### src/rtl/alu_share_arbiter_if.sv
// Bus bundle between the two ALU requesters, the shared combinational ALU,
// the response consumer and alu_share_arbiter.
// The master modport is the environment side (issue logic, ALU, consumer).
// The slave modport is the arbiter side.
interface alu_share_arbiter_if #(
    parameter int DATA_W = 64,
    parameter int TAG_W  = 4
);
    // Requester 0: main execute stage
    logic              req0_valid;
    logic              req0_ready;
    logic [4:0]        req0_opcode;
    logic [2:0]        req0_func3;
    logic              req0_func7;
    logic [DATA_W-1:0] req0_op1;
    logic [DATA_W-1:0] req0_op2;
    logic [TAG_W-1:0]  req0_tag;

    // Requester 1: address/branch-resolution helper
    logic              req1_valid;
    logic              req1_ready;
    logic [4:0]        req1_opcode;
    logic [2:0]        req1_func3;
    logic              req1_func7;
    logic [DATA_W-1:0] req1_op1;
    logic [DATA_W-1:0] req1_op2;
    logic [TAG_W-1:0]  req1_tag;

    // Shared ALU
    logic [4:0]        alu_opcode;
    logic [2:0]        alu_func3;
    logic              alu_func7;
    logic [DATA_W-1:0] alu_operand1;
    logic [DATA_W-1:0] alu_operand2;
    logic [DATA_W-1:0] alu_result;

    // Response slot
    logic              rsp_valid;
    logic              rsp_ready;
    logic              rsp_id;
    logic [TAG_W-1:0]  rsp_tag;
    logic [DATA_W-1:0] rsp_data;

    modport master (
        output req0_valid, req0_opcode, req0_func3, req0_func7,
               req0_op1, req0_op2, req0_tag,
        input  req0_ready,
        output req1_valid, req1_opcode, req1_func3, req1_func7,
               req1_op1, req1_op2, req1_tag,
        input  req1_ready,
        input  alu_opcode, alu_func3, alu_func7, alu_operand1, alu_operand2,
        output alu_result,
        input  rsp_valid, rsp_id, rsp_tag, rsp_data,
        output rsp_ready
    );

    modport slave (
        input  req0_valid, req0_opcode, req0_func3, req0_func7,
               req0_op1, req0_op2, req0_tag,
        output req0_ready,
        input  req1_valid, req1_opcode, req1_func3, req1_func7,
               req1_op1, req1_op2, req1_tag,
        output req1_ready,
        output alu_opcode, alu_func3, alu_func7, alu_operand1, alu_operand2,
        input  alu_result,
        output rsp_valid, rsp_id, rsp_tag, rsp_data,
        input  rsp_ready
    );
endinterface

### src/rtl/alu_share_arbiter.sv
// alu_share_arbiter: shares one combinational integer ALU between the execute
// stage (requester 0) and the address/branch helper (requester 1).
// The winning request drives the ALU in the cycle it fires. The ALU result is
// captured into a one-entry response slot, together with the requester id
// and tag.
// Build option: define ALU_ARB_FIXED_PRIO_EN to make requester 0 always win
// contention. In that build the round-robin pointer does not exist.
// The default build uses round-robin.
module alu_share_arbiter #(
    parameter int DATA_W = 64,
    parameter int TAG_W  = 4
) (
    input  logic                 clk,
    input  logic                 rst_n,
    alu_share_arbiter_if.slave   bus
);

    typedef enum logic {
        EMPTY = 1'b0,
        FULL  = 1'b1
    } state_t;

    state_t            state_q;
    state_t            state_d;

    logic              any_valid;
    logic              slot_avail;
    logic              fire;
    logic              sel;

    logic [4:0]        sel_opcode;
    logic [2:0]        sel_func3;
    logic              sel_func7;
    logic [DATA_W-1:0] sel_op1;
    logic [DATA_W-1:0] sel_op2;
    logic [TAG_W-1:0]  sel_tag;

    logic [DATA_W-1:0] rsp_data_q;
    logic              rsp_id_q;
    logic [TAG_W-1:0]  rsp_tag_q;

`ifndef ALU_ARB_FIXED_PRIO_EN
    logic              last_gnt_q;
`endif

    assign any_valid = bus.req0_valid | bus.req1_valid;

`ifdef ALU_ARB_FIXED_PRIO_EN
    // Fixed priority: requester 1 is picked only when requester 0 is idle.
    always_comb begin
        sel = 1'b0;
        if (!bus.req0_valid) begin
            sel = 1'b1;
        end
    end
`else
    // Round-robin: a lone requester wins; on contention the one not served last wins.
    always_comb begin
        sel = bus.req1_valid;
        if (bus.req0_valid && bus.req1_valid) begin
            sel = ~last_gnt_q;
        end
    end
`endif

    // Slot control: accept when empty or being drained, move to FULL on fire, EMPTY on drain.
    always_comb begin
        state_d        = state_q;
        slot_avail     = (state_q == EMPTY) || bus.rsp_ready;
        fire           = rst_n && slot_avail && any_valid;
        bus.req0_ready = fire && (sel == 1'b0);
        bus.req1_ready = fire && (sel == 1'b1);
        if (fire) begin
            state_d = FULL;
        end else if ((state_q == FULL) && bus.rsp_ready) begin
            state_d = EMPTY;
        end
    end

    // Payload of the currently selected requester.
    always_comb begin
        sel_opcode = bus.req0_opcode;
        sel_func3  = bus.req0_func3;
        sel_func7  = bus.req0_func7;
        sel_op1    = bus.req0_op1;
        sel_op2    = bus.req0_op2;
        sel_tag    = bus.req0_tag;
        if (sel) begin
            sel_opcode = bus.req1_opcode;
            sel_func3  = bus.req1_func3;
            sel_func7  = bus.req1_func7;
            sel_op1    = bus.req1_op1;
            sel_op2    = bus.req1_op2;
            sel_tag    = bus.req1_tag;
        end
    end

    // ALU sees the granted operation only while it fires, otherwise all zeros.
    always_comb begin
        bus.alu_opcode   = 5'b00000;
        bus.alu_func3    = 3'b000;
        bus.alu_func7    = 1'b0;
        bus.alu_operand1 = '0;
        bus.alu_operand2 = '0;
        if (fire) begin
            bus.alu_opcode   = sel_opcode;
            bus.alu_func3    = sel_func3;
            bus.alu_func7    = sel_func7;
            bus.alu_operand1 = sel_op1;
            bus.alu_operand2 = sel_op2;
        end
    end

    // Slot occupancy state register.
    always_ff @(posedge clk or negedge rst_n) begin
        if (!rst_n) begin
            state_q <= EMPTY;
        end else begin
            state_q <= state_d;
        end
    end

`ifndef ALU_ARB_FIXED_PRIO_EN
    // Remember who was served last; reset to 1 so requester 0 wins the first contention.
    always_ff @(posedge clk or negedge rst_n) begin
        if (!rst_n) begin
            last_gnt_q <= 1'b1;
        end else if (fire) begin
            last_gnt_q <= sel;
        end
    end
`endif

    // Response slot contents: written only on fire, held across drain and stall.
    always_ff @(posedge clk or negedge rst_n) begin
        if (!rst_n) begin
            rsp_data_q <= '0;
            rsp_id_q   <= 1'b0;
            rsp_tag_q  <= '0;
        end else if (fire) begin
            rsp_data_q <= bus.alu_result;
            rsp_id_q   <= sel;
            rsp_tag_q  <= sel_tag;
        end
    end

    assign bus.rsp_valid = (state_q == FULL);
    assign bus.rsp_data  = rsp_data_q;
    assign bus.rsp_id    = rsp_id_q;
    assign bus.rsp_tag   = rsp_tag_q;

endmodule

### src/flat_wrapper.sv
// flat-port wrapper written by rule: the top's interface ports become plain ports
module alu_share_arbiter_flat 
#(
    parameter int DATA_W = 64,
    parameter int TAG_W  = 4
)
  (clk, rst_n, bus_req0_valid, bus_req0_opcode, bus_req0_func3, bus_req0_func7, bus_req0_op1, bus_req0_op2, bus_req0_tag, bus_req0_ready, bus_req1_valid, bus_req1_opcode, bus_req1_func3, bus_req1_func7, bus_req1_op1, bus_req1_op2, bus_req1_tag, bus_req1_ready, bus_alu_opcode, bus_alu_func3, bus_alu_func7, bus_alu_operand1, bus_alu_operand2, bus_alu_result, bus_rsp_valid, bus_rsp_id, bus_rsp_tag, bus_rsp_data, bus_rsp_ready);
  alu_share_arbiter_if #(.DATA_W(DATA_W), .TAG_W(TAG_W)) bus_i ();
  input  logic clk;
  input  logic rst_n;
  input wire logic [$bits(bus_i.req0_valid)-1:0] bus_req0_valid;
  input wire logic [$bits(bus_i.req0_opcode)-1:0] bus_req0_opcode;
  input wire logic [$bits(bus_i.req0_func3)-1:0] bus_req0_func3;
  input wire logic [$bits(bus_i.req0_func7)-1:0] bus_req0_func7;
  input wire logic [$bits(bus_i.req0_op1)-1:0] bus_req0_op1;
  input wire logic [$bits(bus_i.req0_op2)-1:0] bus_req0_op2;
  input wire logic [$bits(bus_i.req0_tag)-1:0] bus_req0_tag;
  output wire logic [$bits(bus_i.req0_ready)-1:0] bus_req0_ready;
  input wire logic [$bits(bus_i.req1_valid)-1:0] bus_req1_valid;
  input wire logic [$bits(bus_i.req1_opcode)-1:0] bus_req1_opcode;
  input wire logic [$bits(bus_i.req1_func3)-1:0] bus_req1_func3;
  input wire logic [$bits(bus_i.req1_func7)-1:0] bus_req1_func7;
  input wire logic [$bits(bus_i.req1_op1)-1:0] bus_req1_op1;
  input wire logic [$bits(bus_i.req1_op2)-1:0] bus_req1_op2;
  input wire logic [$bits(bus_i.req1_tag)-1:0] bus_req1_tag;
  output wire logic [$bits(bus_i.req1_ready)-1:0] bus_req1_ready;
  output wire logic [$bits(bus_i.alu_opcode)-1:0] bus_alu_opcode;
  output wire logic [$bits(bus_i.alu_func3)-1:0] bus_alu_func3;
  output wire logic [$bits(bus_i.alu_func7)-1:0] bus_alu_func7;
  output wire logic [$bits(bus_i.alu_operand1)-1:0] bus_alu_operand1;
  output wire logic [$bits(bus_i.alu_operand2)-1:0] bus_alu_operand2;
  input wire logic [$bits(bus_i.alu_result)-1:0] bus_alu_result;
  output wire logic [$bits(bus_i.rsp_valid)-1:0] bus_rsp_valid;
  output wire logic [$bits(bus_i.rsp_id)-1:0] bus_rsp_id;
  output wire logic [$bits(bus_i.rsp_tag)-1:0] bus_rsp_tag;
  output wire logic [$bits(bus_i.rsp_data)-1:0] bus_rsp_data;
  input wire logic [$bits(bus_i.rsp_ready)-1:0] bus_rsp_ready;
  assign bus_i.req0_valid = bus_req0_valid;
  assign bus_i.req0_opcode = bus_req0_opcode;
  assign bus_i.req0_func3 = bus_req0_func3;
  assign bus_i.req0_func7 = bus_req0_func7;
  assign bus_i.req0_op1 = bus_req0_op1;
  assign bus_i.req0_op2 = bus_req0_op2;
  assign bus_i.req0_tag = bus_req0_tag;
  assign bus_req0_ready = bus_i.req0_ready;
  assign bus_i.req1_valid = bus_req1_valid;
  assign bus_i.req1_opcode = bus_req1_opcode;
  assign bus_i.req1_func3 = bus_req1_func3;
  assign bus_i.req1_func7 = bus_req1_func7;
  assign bus_i.req1_op1 = bus_req1_op1;
  assign bus_i.req1_op2 = bus_req1_op2;
  assign bus_i.req1_tag = bus_req1_tag;
  assign bus_req1_ready = bus_i.req1_ready;
  assign bus_alu_opcode = bus_i.alu_opcode;
  assign bus_alu_func3 = bus_i.alu_func3;
  assign bus_alu_func7 = bus_i.alu_func7;
  assign bus_alu_operand1 = bus_i.alu_operand1;
  assign bus_alu_operand2 = bus_i.alu_operand2;
  assign bus_i.alu_result = bus_alu_result;
  assign bus_rsp_valid = bus_i.rsp_valid;
  assign bus_rsp_id = bus_i.rsp_id;
  assign bus_rsp_tag = bus_i.rsp_tag;
  assign bus_rsp_data = bus_i.rsp_data;
  assign bus_i.rsp_ready = bus_rsp_ready;
  alu_share_arbiter #(.DATA_W(DATA_W), .TAG_W(TAG_W)) u_core (.clk(clk), .rst_n(rst_n), .bus(bus_i));
endmodule
### config.mk
export PLATFORM = sky130hd
export DESIGN_NAME = alu_share_arbiter_flat
export DESIGN_NICKNAME = d
export VERILOG_FILES = /design/src/rtl/alu_share_arbiter_if.sv /design/src/rtl/alu_share_arbiter.sv /design/src/flat_wrapper.sv
export SDC_FILE = /design/constraint.sdc
export NUM_CORES = 1
export LEC_CHECK = 0
export CAP_MARGIN = 30
export CORE_AREA = 3 3 215 217
export CTS_CLUSTER_SIZE = 14
export DETAILED_ROUTE_END_ITERATION = 10
export DIE_AREA = 0 0 218 220
export GPL_ROUTABILITY_DRIVEN = 1
export SETUP_SLACK_MARGIN = 0.3
export SLEW_MARGIN = 20
export SYNTH_ARGS = -nofsm -noshare
export SYNTH_HDL_FRONTEND = slang
export SYNTH_SLANG_ARGS = --single-unit
### constraint.sdc
create_clock -name clk -period 1.9 [get_ports clk]
set_input_delay 0.38 -clock clk [delete_from_list [all_inputs] [get_ports clk]]
set_output_delay 0.38 -clock clk [all_outputs]
set_load 0.05 [all_outputs]
Yosys cells after proc, flatten, opt, wreduce, memory -nomap -nowiden. Cells that the tools add are included.

Multiplexer cells: 14. Bitwise logic cells: 4. Reduce and logical (&&, ||, !) cells: 8.

Operators by type and width (number): 64-bit 2-to-1 mux (4); 5-bit 2-to-1 mux (2); 1-bit logical AND (6); 3-bit 2-to-1 mux (2); 1-bit 2-to-1 mux (5); 4-bit 2-to-1 mux (1); 1-bit inverter (3); 2-bit nonzero test (1); 1-bit logical OR (1); 1-bit bitwise OR (1).

Bits in registers: 71. Input bits: 351. Output and inout port bits: 209. Word-level logic and storage cells: 31.

Logic depth before layout (Yosys ltp). Gate-level depths: netlist of the first run.

Word-level depth: 5. Depth in mapped cells: 7.

Worst setup path before layout of the first run. Ideal clock, no wire load.

Path type: flip-flop to output port. Start point: reg u_core.state_q, in the netlist u_core.bus.rsp_valid. End point: out bus_alu_operand2[56]. Data arrival time: 1.964 ns. Data required time: 1.520 ns. Path slack: -0.444 ns. Stages on the path, launching flop included: 7. Path buffers: 3. Path through: dfrtp_1 > nand2b_4 > buf_6 > o2111a_1 > buf_6 > buf_2 > a22o_1.

Word-level cells in the longest chain between the ends: 5.

Ends and longest elaborated chain: start, declared (RTL line alu_share_arbiter.sv:23) `state_t state_q;`; start signal, assigned (RTL line alu_share_arbiter.sv:119) `state_q <= state_d;`; 1-bit inverter (RTL line alu_share_arbiter.sv:69) `slot_avail = (state_q == EMPTY) || bus.rsp_ready;`; 1-bit logical OR (RTL line alu_share_arbiter.sv:69); 1-bit logical AND (2 in a row) (RTL line alu_share_arbiter.sv:70) `fire = rst_n && slot_avail && any_valid;`; 64-bit 2-to-1 mux (RTL line alu_share_arbiter.sv:105) `if (fire) begin`; end, declared (RTL line flat_wrapper.sv:31) `output wire logic [$bits(bus_i.alu_operand2)-1:0] bus_alu_operand2;`.

No other way between the ends.

Worst setup path after layout of the first run.
Start point: reg u_core.last_gnt_q. End point: out bus_alu_operand2[25].

Word-level cells in the longest chain between the ends: 4.

Ends and longest elaborated chain: start, declared (RTL line alu_share_arbiter.sv:43) `logic last_gnt_q;`; start signal, assigned (RTL line alu_share_arbiter.sv:129) `last_gnt_q <= sel;`; 1-bit inverter (RTL line alu_share_arbiter.sv:61) `sel = ~last_gnt_q;`; 1-bit 2-to-1 mux (RTL line alu_share_arbiter.sv:60) `if (bus.req0_valid && bus.req1_valid) begin`; 64-bit 2-to-1 mux (RTL line alu_share_arbiter.sv:88) `if (sel) begin`; 64-bit 2-to-1 mux (RTL line alu_share_arbiter.sv:105).

No other way between the ends.

==> impl_metrics.prom, run 1 <==
# TYPE chip_impl_metric gauge
chip_impl_info{name="outcome",value="complete, but fails checks"} 1
chip_impl_info{name="failed_checks",value="negative setup slack"} 1
chip_impl_metric{name="slew_violations",unit=""} 0
chip_impl_metric{name="power_density",unit="nW/µm²"} 640
chip_impl_metric{name="ys_ff_latch",unit=""} 71
chip_impl_metric{name="final_hold_vios",unit=""} 0
chip_impl_info{name="setup.worst_path.start_class",value="flip-flop"} 1
chip_impl_metric{name="internal_power",unit="W"} 0.00548
chip_impl_metric{name="global_route_wire_length_before_repair",unit="mm"} 47.5
chip_impl_info{name="worst_setup_path_end_kind",value="output pin"} 1
chip_impl_metric{name="clock_path_buffers",unit=""} 2
chip_impl_metric{name="layout_overhead_on_the_synthesized_area",unit="%"} 239
chip_impl_info{name="cell_family_contributing_the_most_delay_on_the_critical_path",value="flip-flops"} 1
chip_impl_metric{name="grt_overflow_total",unit=""} 0
chip_impl_metric{name="fp-row-count",unit=""} 77
chip_impl_info{name="holdCritPathClass",value="in -> async"} 1
chip_impl_metric{name="drt_total_wl",unit="mm"} 37.0
chip_impl_metric{name="core",unit="µm²"} 44300
chip_impl_metric{name="grt_util_met3",unit="%"} 7.54
chip_impl_metric{name="power.share.combinational",unit="%"} 59.9
chip_impl_metric{name="vias_per_cell",unit=""} 3.72
chip_impl_metric{name="fmax",unit="MHz"} 431
chip_impl_info{name="critical_path.most_common_cell",value="buf_12"} 1
chip_impl_metric{name="gate_count_post_synth",unit=""} 339
chip_impl_metric{name="syn_avg_cell_area",unit="µm²"} 12.5
chip_impl_info{name="startpoint",value="u_core.last_gnt_q"} 1
chip_impl_metric{name="dpl_cell_area",unit="µm²"} 12500
chip_impl_metric{name="drtPass1Iterations",unit=""} 4
chip_impl_metric{name="cts-buffers-inserted",unit=""} 9
chip_impl_metric{name="htree_levels",unit=""} 3
chip_impl_info{name="layout.cells.most_common_list",value="clkdlybuf4s50_1 (346), buf_12 (164), a22o_4 (122), dfrtp_1 (69), buf_4 (55)"} 1
chip_impl_metric{name="p_clk_share",unit="%"} 19.0
chip_impl_metric{name="final_std_cell_area_no_fill",unit="µm²"} 14300
chip_impl_metric{name="initial_core_util",unit="%"} 9.53
chip_impl_metric{name="dr_total_vias",unit=""} 5745
chip_impl_metric{name="setup_slack",unit="ns"} -0.422
chip_impl_metric{name="synth.yosys.seq_area_share",unit="%"} 42.1
chip_impl_metric{name="wl_per_cell",unit="µm"} 23.9
chip_impl_metric{name="die_w",unit="µm"} 218
chip_impl_metric{name="cp_num_buf_inv",unit=""} 3
chip_impl_metric{name="yosys.cell_types.count",unit=""} 18
chip_impl_metric{name="worst_slew_margin_rel",unit="%"} 67.2
chip_impl_metric{name="peakVddDrop",unit="mV"} 0.695
chip_impl_metric{name="antenna_found_initial",unit=""} 28
chip_impl_metric{name="layout.core_utilization",unit="%"} 32.3
chip_impl_metric{name="grt_max_degree",unit=""} 77
chip_impl_metric{name="post-route-drc-count",unit=""} 0
chip_impl_metric{name="final_min_period_over_clock_period",unit="%"} 122
chip_impl_metric{name="synth.yosys.warnings",unit=""} 0
chip_impl_metric{name="post_route_skew",unit="ns"} 0.00926
chip_impl_metric{name="clock_insertion_delay_worst_skew",unit="ns"} 0.34
chip_impl_metric{name="postRouteAntennaNets",unit=""} 0
chip_impl_metric{name="cts.clk_slew.worst_paths",unit="ns"} 0.06
chip_impl_info{name="setup_repair_after_global_routing_missed_its_margin",value="true"} 1
chip_impl_metric{name="pwr-share-seq",unit="%"} 21.1
chip_impl_metric{name="detail_route.iter0.violations",unit=""} 190
chip_impl_info{name="clockRootBuffer",value="clkbuf_16"} 1
chip_impl_metric{name="syn-cell-area",unit="µm²"} 4220
chip_impl_info{name="path_class",value="reg -> out"} 1
chip_impl_metric{name="timing.critical_path.arrival",unit="ns"} 1.94
chip_impl_info{name="ff_to_ff_start",value="u_core.last_gnt_q"} 1
chip_impl_metric{name="die_y",unit="µm"} 220
chip_impl_metric{name="die_outline_area",unit="µm²"} 48000
chip_impl_metric{name="grt.met1_usage",unit="%"} 15.6
chip_impl_metric{name="design.final.nets",unit=""} 1291
chip_impl_metric{name="timing.final.crit_period",unit="ns"} 2.32
chip_impl_metric{name="io_buffer_count",unit=""} 559
chip_impl_metric{name="drv.max_cap_violation_count",unit=""} 0
chip_impl_metric{name="critPathMaxFanout",unit=""} 8
chip_impl_metric{name="cts.sink_count",unit=""} 71
chip_impl_metric{name="io_pins",unit=""} 560
chip_impl_metric{name="tightest_slew",unit="ns"} 0.491
chip_impl_metric{name="dp_worst_setup_slack",unit="ns"} -0.493
chip_impl_metric{name="crit_path_max_incr_delay",unit="ns"} 0.59
chip_impl_metric{name="reg2reg_depth",unit=""} 6
chip_impl_metric{name="sw_frac_of_total",unit="%"} 40.1
chip_impl_metric{name="grt.total_usage",unit="%"} 14.0
chip_impl_info{name="mostFrequentLayoutCell",value="clkdlybuf4s50_1"} 1
chip_impl_metric{name="dpl.hpwl",unit="mm"} 29.0
chip_impl_metric{name="final-setup-viol-count",unit=""} 139
chip_impl_metric{name="post_synthesis_net_count",unit=""} 690
chip_impl_metric{name="drive_above_1_share",unit="%"} 52.4
chip_impl_info{name="slowest_stage",value="dfstp_2"} 1
chip_impl_metric{name="filler_cell_count",unit=""} 4378
chip_impl_metric{name="finalWeightedCongestion",unit=""} 0.735
chip_impl_metric{name="grt_pass1_vias",unit=""} 6200
chip_impl_info{name="timing.critical_path.cells",value="nand2_1, and4_4, buf_12, buf_16, a22o_4, buf_12"} 1
chip_impl_metric{name="net-switching-power",unit="W"} 0.00367
chip_impl_info{name="grt_most_used_layer",value="met2"} 1
chip_impl_metric{name="met2_capacity_usage_during_global_routing",unit="%"} 23.9
chip_impl_metric{name="required",unit="ns"} 1.52
chip_impl_info{name="tritoncts",value="built"} 1
chip_impl_metric{name="critical_path_depth",unit=""} 6
chip_impl_metric{name="leakagePower",unit="nW"} 6.09
## final timing paths
kind | end | slack [ns]
hold reg to reg | u_core.bus.rsp_data[12] | 0.50
setup / recovery | bus_alu_operand2[25] | -0.42
setup reg to reg | u_core.bus.rsp_tag[1] | 0.23
max in group asynchronous | u_core.bus.rsp_valid | 1.26
min in group clk | u_core.bus.rsp_data[12] | 0.50
hold / removal | u_core.bus.rsp_tag[1] | 0.21
## registers in the layout (all words and copies together), names as in the netlist
name / count
u_core.bus.rsp_id: 1
u_core.last_gnt_q: 1
u_core.bus.rsp_tag: 4
u_core.bus.rsp_data: 64
u_core.bus.rsp_valid: 1
## repair_timing
item / in CTS / in global routing
endpoints found under the setup margin: 233 / 170
resized for setup: 162 / 56
pin swaps: 17 / 13
hold buffers: 0 / 0
cloned: 17 / 7
setup buffers: 16 / 1
## power by group through the flow
stage | Combinational [W] | Sequential (W) | Clock, W
6_report | 0.00548 | 0.00193 | 0.00174
5_1_grt | 0.00566 | 0.00196 | 0.00184
4_1_cts | 0.00543 | 0.00193 | 0.00180
3_5_place_dp | 0.00505 | 0.00195 | 0
3_3_place_gp | 0.00502 | 0.00193 | 0
2_1_floorplan | 0.00161 | 0.00287 | 0
## cells in the mapped netlist
library cell | number | area [µm²]
mux2_2 | 52 | 586
buf_2 | 17 | 85.1
nand2_1 | 3 | 11.3
and4_4 | 1 | 11.3
a22o_1 | 137 | 1200
or2_1 | 1 | 6.26
dfrtp_1 | 70 | 1750
a21oi_1 | 2 | 10.0
mux2_1 | 12 | 135
buf_6 | 24 | 270
nand2b_4 | 1 | 13.8
a221o_1 | 4 | 40.0
dfstp_2 | 1 | 26.3
clkbuf_2 | 1 | 5.00
o2111a_1 | 1 | 11.3
inv_1 | 7 | 26.3
a31oi_1 | 4 | 25.0
nand3_2 | 1 | 10.0
## kinds of logic after synthesis
group | Yosys count | share of synthesized area (%)
compound gates | 148 | 30.5
buf+inv | 49 | 9.15
flops | 71 | 42.1
mux | 64 | 17.1
simple gates | 7 | 1.24
## worst min-delay path, stage by stage
cell    delay, ns
buf_4        0.12
buf_4        0.14
buf_12       0.29
## cell type report
type	instances	area (µm²)	area share, %
Multi-Input combinational cell	219	3210	22.4
Tap cell	592	741	5.18
Timing Repair Buffer	632	8220	57.5
Inverter	7	26.3	0.184
Sequential cell	71	1780	12.4
Antenna cell	9	22.5	0.157
Clock inverter	7	80.1	0.560
Clock buffer	9	225	1.57
## metrics by stage
stage	TNS [ns]	instances	power, W	hold WS (ns)
floorplan	-7.44	339	0.00448	0.0844
global placement	-77.95	1480	0.00695	0.478
detailed placement	-80.26	1480	0.00700	0.485
CTS	-57.46	1529	0.00916	0.257
global route	-62.89	1541	0.00947	0.253
finish	-53.76	1546	0.00915	0.210
## metal layers
| metal | up-vias | wire [µm] |
|---|---|---|
| met1 | 2775 | 13700 |
| met3 | 43 | 4570 |
| li1 | 2586 | - |
| met2 | 323 | 18200 |
| met4 | 18 | 434 |
| met5 | - | 110 |
Power figures use the tool's default switching activity.
==> run 2: changes to the inputs <==
- PLACE_DENSITY: default -> 0.36
- SLEW_MARGIN: 20 -> 30
==> run 2 against run 1 <==
Compared with the run above:
- the flow still finishes with violations (negative setup slack)
- flip-flop and latch count stayed put
- final cell count is 0.39% lower
- global-route usage is 1.3 points higher
- register-to-register slack better by 0.03 ns
- non-clock buffer count is 3 lower
- hold slack worse by 0.12 ns
- core utilization is 0.37 points lower
- clock skew is 0.0010 ns lower
- worst setup slack better by 0.036 ns
- cell area is 1.1% lower
- wire length is 6.5% higher
- sequential power hardly changed
==> impl_metrics.prom, run 2 (same netlist as run 1, synthesis figures left out) <==
# TYPE chip_impl_metric gauge
chip_impl_info{name="clockRootBuffer",value="clkbuf_16"} 1
chip_impl_metric{name="peakVddDrop",unit="mV"} 0.691
chip_impl_metric{name="worst_slew_margin_rel",unit="%"} 50.5
chip_impl_info{name="mostFrequentLayoutCell",value="clkdlybuf4s50_1"} 1
chip_impl_metric{name="leakagePower",unit="nW"} 6.00
chip_impl_metric{name="grt_pass1_vias",unit=""} 6050
chip_impl_info{name="ff_to_ff_start",value="u_core.bus.rsp_valid"} 1
chip_impl_metric{name="final-setup-viol-count",unit=""} 139
chip_impl_metric{name="drv.max_cap_violation_count",unit=""} 0
chip_impl_metric{name="rrSetupSlack",unit="ns"} 0.26
chip_impl_info{name="outcome",value="complete, but fails checks"} 1
chip_impl_metric{name="dp_worst_setup_slack",unit="ns"} -0.534
chip_impl_metric{name="fmax",unit="MHz"} 438
chip_impl_metric{name="power_density",unit="nW/µm²"} 655
chip_impl_metric{name="timing.critical_path.arrival",unit="ns"} 1.91
chip_impl_metric{name="critPathMaxFanout",unit=""} 5
chip_impl_metric{name="filler_cell_count",unit=""} 4474
chip_impl_metric{name="setup_slack",unit="ns"} -0.386
chip_impl_metric{name="crit_path_max_incr_delay",unit="ns"} 0.33
chip_impl_metric{name="cts.clk_slew.worst_paths",unit="ns"} 0.06
chip_impl_metric{name="grt_max_degree",unit=""} 55
chip_impl_metric{name="vias_per_cell",unit=""} 3.72
chip_impl_info{name="path_class",value="in -> out"} 1
chip_impl_metric{name="io_buffer_count",unit=""} 559
chip_impl_info{name="setup.worst_path.start_class",value="input pin"} 1
chip_impl_metric{name="global_route_wire_length_before_repair",unit="mm"} 51.0
chip_impl_metric{name="finalWeightedCongestion",unit=""} 0.883
chip_impl_metric{name="layout.core_utilization",unit="%"} 31.9
chip_impl_metric{name="drive_above_1_share",unit="%"} 52.2
chip_impl_metric{name="initial_core_util",unit="%"} 9.53
chip_impl_metric{name="layout_overhead_on_the_synthesized_area",unit="%"} 235
chip_impl_metric{name="timing.final.crit_period",unit="ns"} 2.29
chip_impl_metric{name="cts-buffers-inserted",unit=""} 9
chip_impl_metric{name="io_pins",unit=""} 560
chip_impl_metric{name="clock_insertion_delay_worst_skew",unit="ns"} 0.35
chip_impl_metric{name="slew_violations",unit=""} 0
chip_impl_metric{name="sw_frac_of_total",unit="%"} 39.9
chip_impl_info{name="layout.cells.most_common_list",value="clkdlybuf4s50_1 (346), buf_12 (157), a22o_4 (124), dfrtp_1 (69), buf_4 (60)"} 1
chip_impl_metric{name="cts.sink_count",unit=""} 71
chip_impl_metric{name="required",unit="ns"} 1.52
chip_impl_metric{name="power.share.combinational",unit="%"} 58.6
chip_impl_metric{name="die_w",unit="µm"} 218
chip_impl_metric{name="internal_power",unit="W"} 0.00557
chip_impl_metric{name="antenna_found_initial",unit=""} 16
chip_impl_metric{name="wl_per_cell",unit="µm"} 25.6
chip_impl_metric{name="finalPower",unit="W"} 0.00926
chip_impl_info{name="critical_path.most_common_cell",value="buf_12"} 1
chip_impl_metric{name="clock_path_buffers",unit=""} 2
chip_impl_metric{name="pwr-share-seq",unit="%"} 20.8
chip_impl_metric{name="dpl_cell_area",unit="µm²"} 12400
chip_impl_info{name="setup_repair_after_global_routing_missed_its_margin",value="true"} 1
chip_impl_metric{name="die_outline_area",unit="µm²"} 48000
chip_impl_info{name="worst_setup_path_end_kind",value="output pin"} 1
chip_impl_metric{name="final_min_period_over_clock_period",unit="%"} 120
chip_impl_info{name="startpoint",value="bus_req1_valid"} 1
chip_impl_metric{name="drtPass1Iterations",unit=""} 4
chip_impl_metric{name="core",unit="µm²"} 44300
chip_impl_metric{name="final_std_cell_area_no_fill",unit="µm²"} 14100
chip_impl_metric{name="drt_total_wl",unit="mm"} 39.4
chip_impl_metric{name="detail_route.iter0.violations",unit=""} 131
chip_impl_info{name="tritoncts",value="built"} 1
chip_impl_metric{name="htree_levels",unit=""} 3
chip_impl_info{name="slowest_stage",value="o2111a_4"} 1
chip_impl_metric{name="dpl.hpwl",unit="mm"} 31.8
chip_impl_info{name="failed_checks",value="negative setup slack"} 1
chip_impl_metric{name="tightest_slew",unit="ns"} 0.743
chip_impl_metric{name="fp-row-count",unit=""} 77
chip_impl_metric{name="die_y",unit="µm"} 220
chip_impl_metric{name="postRouteAntennaNets",unit=""} 0
chip_impl_metric{name="net-switching-power",unit="W"} 0.00369
chip_impl_metric{name="p_clk_share",unit="%"} 20.6
chip_impl_metric{name="post-route-drc-count",unit=""} 0
chip_impl_metric{name="grt_overflow_total",unit=""} 0
chip_impl_metric{name="largest_register_ff_count",unit=""} 64
chip_impl_metric{name="final_hold_vios",unit=""} 0
chip_impl_info{name="timing.critical_path.cells",value="clkdlybuf4s15_2, inv_1, o2111a_4, buf_12, buf_12, buf_16, a22o_4, buf_12"} 1
chip_impl_metric{name="design.final.nets",unit=""} 1289
chip_impl_metric{name="dr_total_vias",unit=""} 5726
chip_impl_metric{name="post_route_skew",unit="ns"} 0.00826
chip_impl_metric{name="grt.total_usage",unit="%"} 15.3
chip_impl_info{name="holdCritPathClass",value="in -> async"} 1
## run 2: changes by cell type in the layout (fill, tap and decap cells not counted), moves of 3 or more
cell / delta
clkbuf_2: -5
buf_6: +5
buf_4: +5
buf_12: -7
mux2_2: +9
diode_2: -4
buf_16: -3
clkdlybuf4s15_2: +4
mux2_4: -10
## run 2: stage by stage
stage | TNS (ns) | hold WS [ns] | cells
floorplan | -7.44 | 0.0844 | 339
global placement | -76.36 | 0.304 | 1479
detailed placement | -72.86 | 0.307 | 1479
CTS | -57.46 | 0.0759 | 1529
global route | -56.72 | 0.101 | 1536
finish | -49.54 | 0.0900 | 1540
## run 2: cell type report
cell class / count / area [µm²] / share of cell area [%]
repair buffers: 629 / 8050 / 57.0
multi-input cells: 220 / 3200 / 22.6
flip-flops and latches: 71 / 1780 / 12.6
well taps: 592 / 741 / 5.24
clock buffers: 10 / 239 / 1.69
clock inverters: 6 / 92.6 / 0.655
inverters: 7 / 26.3 / 0.186
diodes: 5 / 12.5 / 0.0885
## run 2: metal layers
metal	vias up	GRT usage [%]	share of wire (%)
li1	2584	-	-
met1	2777	17.5	38
met2	307	27.1	51
met3	42	5.90	9.5
met4	16	3.24	1.9
met5	-	0	0.25
## run 2: worst max-delay path, delay by kind of cell
kind	cells	cell delay (ns)
AO/OA/AOI/OAI	2	0.59
buffers and inverters	6	0.92
## run 2: path summary, 6_finish.rpt
kind	to	cells after the start
max in group asynchronous	u_core.bus.rsp_data[41]	3
min in group clk	u_core.last_gnt_q	2
min	u_core.bus.rsp_data[60]	2
max	bus_alu_operand2[45]	8
max reg2reg	u_core.bus.rsp_tag[3]	7
min reg2reg	u_core.last_gnt_q	2
## run 2: what timing repair did
item / CTS / global route
hold endpoints to repair: 3 / 0
cloned: 15 / 6
hold buffers: 1 / 0
resized for setup: 166 / 32
pin swaps: 37 / 38
buffers inserted: 18 / 0
endpoints found under the setup margin: 212 / 156
## run 2: power groups by stage
stage / clock, W / combinational [W] / sequential, W
floorplan: 0 / 0.00161 / 0.00287
global placement: 0 / 0.00508 / 0.00194
detailed placement: 0 / 0.00507 / 0.00195
CTS: 0.00198 / 0.00544 / 0.00193
global route: 0.00204 / 0.00562 / 0.00196
finish: 0.00191 / 0.00542 / 0.00193
